### src/rtl/serial_shift_unit.sv
// Iterative SLL/SRA/SRL shifter with start/valid handshake, one step per cycle.
// Define SERIAL_SHIFT_FAST4_EN to move 4 positions per step while cnt >= 4.
module serial_shift_unit #(
    parameter int WIDTH = 32
) (
    input  logic             clock,
    input  logic             reset_n,
    input  logic             ctrl_start,
    input  logic [1:0]       op,
    input  logic [WIDTH-1:0] operand,
    input  logic [4:0]       shamt,
    output logic [WIDTH-1:0] result,
    output logic             result_valid,
    output logic             busy
);

    localparam logic [1:0] OP_SLL  = 2'b00;
    localparam logic [1:0] OP_SRA  = 2'b01;
    localparam logic [1:0] OP_SRL  = 2'b10;
    localparam logic [1:0] OP_PASS = 2'b11;

    typedef enum logic [1:0] {
        ST_IDLE  = 2'd0,
        ST_SHIFT = 2'd1,
        ST_DONE  = 2'd2
    } state_t;

    state_t           r_state;
    state_t           w_state_next;
    logic [WIDTH-1:0] r_acc;
    logic [4:0]       r_cnt;
    logic [1:0]       r_op;
    logic [WIDTH-1:0] r_result;

    logic             w_accept;
    logic             w_start_done;
    logic             w_four;
    logic [WIDTH-1:0] w_acc_step;
    logic [4:0]       w_cnt_step;

    // One shift step; f_four selects a 4-position move instead of 1.
    function automatic logic [WIDTH-1:0] shift_step(
        input logic [1:0]       f_op,
        input logic [WIDTH-1:0] f_acc,
        input logic             f_four
    );
        logic [WIDTH-1:0] v;
        v = f_acc;
        case (f_op)
            OP_SLL: v = f_four ? {f_acc[WIDTH-5:0], 4'b0000}
                               : {f_acc[WIDTH-2:0], 1'b0};
            OP_SRA: v = f_four ? {{4{f_acc[WIDTH-1]}}, f_acc[WIDTH-1:4]}
                               : {f_acc[WIDTH-1], f_acc[WIDTH-1:1]};
            OP_SRL: v = f_four ? {4'b0000, f_acc[WIDTH-1:4]}
                               : {1'b0, f_acc[WIDTH-1:1]};
            default: v = f_acc;
        endcase
        return v;
    endfunction

`ifdef SERIAL_SHIFT_FAST4_EN
    assign w_four = (r_cnt >= 5'd4);
`else
    assign w_four = 1'b0;
`endif

    assign w_accept     = ctrl_start && ((r_state == ST_IDLE) || (r_state == ST_DONE));
    assign w_start_done = (shamt == 5'd0) || (op == OP_PASS);
    assign w_acc_step   = shift_step(r_op, r_acc, w_four);
    assign w_cnt_step   = r_cnt - (w_four ? 5'd4 : 5'd1);

    always_ff @(posedge clock) begin
        if (!reset_n) begin
            r_state <= ST_IDLE;
        end else begin
            r_state <= w_state_next;
        end
    end

    always_comb begin
        w_state_next = r_state;
        case (r_state)
            ST_IDLE, ST_DONE: begin
                if (ctrl_start) begin
                    w_state_next = w_start_done ? ST_DONE : ST_SHIFT;
                end else begin
                    w_state_next = ST_IDLE;
                end
            end
            ST_SHIFT: begin
                if (w_cnt_step == 5'd0) begin
                    w_state_next = ST_DONE;
                end
            end
            default: w_state_next = ST_IDLE;
        endcase
    end

    always_comb begin
        result_valid = (r_state == ST_DONE);
        busy         = (r_state == ST_SHIFT);
        result       = r_result;
    end

    // Working registers need no reset: they are always loaded at accept.
    always_ff @(posedge clock) begin
        if (w_accept) begin
            r_acc <= operand;
            r_cnt <= shamt;
            r_op  <= op;
        end else if (r_state == ST_SHIFT) begin
            r_acc <= w_acc_step;
            r_cnt <= w_cnt_step;
        end
    end

    // Result only changes on entry to DONE, so it holds through IDLE and SHIFT.
    always_ff @(posedge clock) begin
        if (!reset_n) begin
            r_result <= '0;
        end else if (w_state_next == ST_DONE) begin
            r_result <= w_accept ? operand : w_acc_step;
        end
    end

endmodule
### config.mk
export PLATFORM = sky130hd
export DESIGN_NAME = serial_shift_unit
export DESIGN_NICKNAME = d
export VERILOG_FILES = /design/src/rtl/serial_shift_unit.sv
export SDC_FILE = /design/constraint.sdc
export NUM_CORES = 1
export LEC_CHECK = 0
export ABC_CLOCK_PERIOD_IN_PS = 2700
export CORE_MARGIN = 2
export CORE_UTILIZATION = 45
export CTS_CLUSTER_DIAMETER = 60
export DETAILED_ROUTE_END_ITERATION = 12
export GPL_TIMING_DRIVEN = 0
export HOLD_SLACK_MARGIN = 0.1
export PLACE_DENSITY = 0.76
export RECOVER_POWER = 100
export SYNTH_ARGS = -nofsm -noshare
export SYNTH_HDL_FRONTEND = slang
export SYNTH_SLANG_ARGS = --single-unit
### constraint.sdc
create_clock -name clock -period 2.7 [get_ports clock]
set_input_delay 0.54 -clock clock [delete_from_list [all_inputs] [get_ports clock]]
set_output_delay 0.54 -clock clock [all_outputs]
set_load 0.03 [all_outputs]
==> results by group <==
Placed design
  – Final Wtd Congestion: just under 1
  – Post-DP HPWL: 7460 um
  – I/O Buffers: 74
  – Post-Place Cell Area: slightly below 0.005 mm2

Yosys
  – Synth area leader: edfxtp_1
  – Synthesized net count: between 400 and 500
  – Main synth FF type: edfxtp_1
  – Post-synth EDFFs: 39
  – Syn Inst Count: a little over 400
  – Syn Std Cell Area: 0.00409 mm2
  – Ys Warns: 0
  – Distinct cells, synth: 40
  – Avg Cell Area, Syn: 10.0 um2
  – Seq/Total Area, Yosys: 0.453
  – Yosys reg bits: 73
  – Yosys top cell area share: 0.286
  – Ys async rst share: 0
  – Top cells by area, synth: edfxtp_1 (29%), dfxtp_1 (17%), mux2i_1 (8.3%)

Setup path
  – Endpoint class of the critical path: register
  – R2R cell count: 7
  – Slowest library cell on the worst path: or2_2
  – Worst path buffer plus inverter count: 3
  – Kind of critical path: primary input to register
  – CP arrival: approximately 2.4 ns
  – Slowest Stage Delay on Critical Path: between 0.8 and 0.9 ns
  – Required @ worst endpoint: ~2.7 ns
  – Worst Setup Start Kind: primary input
  – Max FO, Critical Path: 37
  – R2r setup slk: around 0.34 ns
  – R2r startpoint: r_cnt[0]$_DFFE_PP_
  – Reg2reg end: result[30]$_SDFFE_PN0N_
  – CP Cell Sequence: dlygate4sd3_1 > nand2b_1 > buf_6 > inv_1 > or2_2
  – CP delay by family, top: buffers and inverters

Drt
  – Vias post-DR: 3645
  – DRT antenna net count: 0
  – Post-route DRC: 0
  – Drt pass-1 iters: 5
  – Via density: approximately 6
  – Iter 0 DRT Violations: 214
  – Routed len/inst: 17.3 um
  – DRT Wirelength: roughly 10000 um

Layout
  – Area of the multi-input gates: 0.00199 mm2
  – Diode count: 0
  – Layout fillers: between 700 and 800
  – Final nets: approximately 540
  – Final core occ: 0.587
  – Reg area: ~0.0019 mm2
  – Layout area overhead: 25.8%
  – Final instance area: between 0.005 and 0.006 mm2
  – Layout cells sized above 1: 0.0741

Clock tree
  – Clock sinks: 73
  – Clock Pin Slew Worst Setup and Hold Paths: 0.07 ns
  – CTS-repair resized insts: 0
  – H-tree levels: 3
  – Hold Buf Count CTS: 0
  – CTS tree: yes
  – Clock buffer depth: 2
  – Number of CTS-inserted buffers: 9
  – Worst skew pair latency: around 0.35 ns
  – Root Driver: clkbuf_8
  – # Post-CTS Setup Buffers: 0

STA
  – Worst Skew: 0.0117 ns
  – Slew Limit Fails: 0
  – RSZ-0062 raised after global routing: no
  – Max Clk Rate: 413 MHz
  – Slew HR: 0.362
  – Setup tns final: 0 ns
  – Worst Tran Pin Value: approximately 0.96 ns
  – Period Utilization, post-route: 0.896
  – Fin crit period: roughly 2.4 ns
  – Hold Violations, Final: 0
  – Final setup violation count: 0

Floorplanning
  – Chip width: around 99 um
  – Die Footprint: roughly 0.01 mm2
  – Row count: 34
  – Core ar.: 0.00876 mm2
  – Die Y: around 99 um
  – I/O pin cnt: 76
  – Starting Density: 0.467

GRT
  – Total GRT Usage: 0.220
  – Total grt overflow: 0
  – Largest net degree at the start of global routing: 38
  – Vias in the first global route: 3721
  – First-pass GRT wire length: 17600 um
  – Initial antenna violation count: 0

Worst hold path
  – WHS Endpoint: result[5]$_SDFFE_PN0N_
  – HP Class: register to register
  – Number of stages on the worst hold path: 2
  – Hold path start: result[5]$_SDFFE_PN0N_

Power and ir drop
  – Leakage Power: 1.99 nW
  – Power density over the cells: slightly below 600 mW/mm2
  – Peak supply drop: about 0.32 mV

Flow run
  – Max cap viols: 0

Run status
  – Outcome: finished clean
-- area by class of cell --
class,count,area share
multi-input combinational,291,0.387
sequential,73,0.360
timing repair buffer,74,0.144
buffer,37,0.0389
tap,108,0.0263
clock buffer,9,0.0241
clock inverter,7,0.0139
inverter,8,0.00583
-- cell usage after synthesis, types with 2 or more instances --
cell,instances
a21oi_1,4
and2_1,2
buf_2,11
buf_8,3
clkbuf_1,19
dfxtp_1,34
edfxtp_1,39
ha_1,2
inv_1,6
inv_2,2
mux2i_1,34
nand2_1,68
nand2b_1,32
nand4_1,54
nor2_1,12
nor2b_1,2
o2111ai_1,30
o211a_1,29
o21ai_0,5
-- placed cells by master (no fill, tap or decap), types with 2 or more instances in the layout --
cell type,n
ha_1,2
o21ai_0,5
o211a_1,29
mux2i_1,34
nor2_1,12
clkdlybuf4s50_1,37
clkbuf_8,9
dfxtp_1,34
nand4_1,54
nor2b_1,2
dlygate4sd3_1,37
clkinv_2,2
o2111ai_1,30
a21oi_1,4
buf_8,3
nand2_1,68
nand2b_1,32
buf_2,9
inv_1,7
clkinvlp_4,3
and2_1,2
clkbuf_1,21
edfxtp_1,39
-- sequential cells by signal, summed over array words and instances, names as in the netlist --
signal / flops
r_acc: 32
r_op: 2
r_cnt: 5
result: 32
r_state: 2
-- stage by stage --
step / cells / setup WS (ns) / power (mW) / hold slack [ns]
2_1_floorplan: 409 / 0.787 / 1.91 / 0.579
3_3_place_gp: 591 / 0.153 / 2.15 / 0.444
3_5_place_dp: 591 / 0.130 / 2.18 / 0.447
4_1_cts: 607 / 0.460 / 3.03 / 0.460
5_1_grt: 607 / 0.196 / 3.14 / 0.474
6_report: 607 / 0.280 / 3.01 / 0.454
-- worst max path at each step --
stage / from / to / slack, ns / cells after the start
after floorplan: r_state[0]$_SDFF_PN0_ / r_acc[0]$_DFFE_PP_ / 0.79 / 2
after global placement: ctrl_start / r_acc[8]$_DFFE_PP_ / 0.15 / 5
after detailed placement: ctrl_start / r_acc[17]$_DFFE_PP_ / 0.13 / 5
after CTS: r_state[0]$_SDFF_PN0_ / busy / 0.46 / 2
after global routing: ctrl_start / r_acc[3]$_DFFE_PP_ / 0.20 / 5
final: ctrl_start / r_acc[29]$_DFFE_PP_ / 0.28 / 5
-- worst min-delay path: cells and delay by family, from the launching register on --
family        cells  cell delay [ns]
flops             1             0.31
simple gates      1             0.05
mux               1             0.05
-- report_power, final --
group,switching [mW],internal [mW]
sequential,0.0717,1.33
clock,0.439,0.425
combinational,0.434,0.308
total,0.945,2.06
-- cells by family after synthesis --
family                   after synthesis  synth area share
AO/OA/AOI/OAI                         75             0.166
XOR/XNOR                               3            0.0101
adder cells (fa/ha/maj)                2           0.00612
buffers and inverters                 45            0.0569
flip-flops                            73             0.453
multiplexers                          34            0.0832
AND/OR/NAND/NOR                      177             0.225
-- metal layers --
layer / track usage / wire (um) / vias to the layer above
li1: - / - / 1740
met1: 0.293 / 4790 / 1772
met2: 0.354 / 4960 / 118
met3: 0.0513 / 572 / 15
met4: 0.0769 / 161 / 0
met5: 0 / 0 / -
Power figures use the tool's default switching activity.
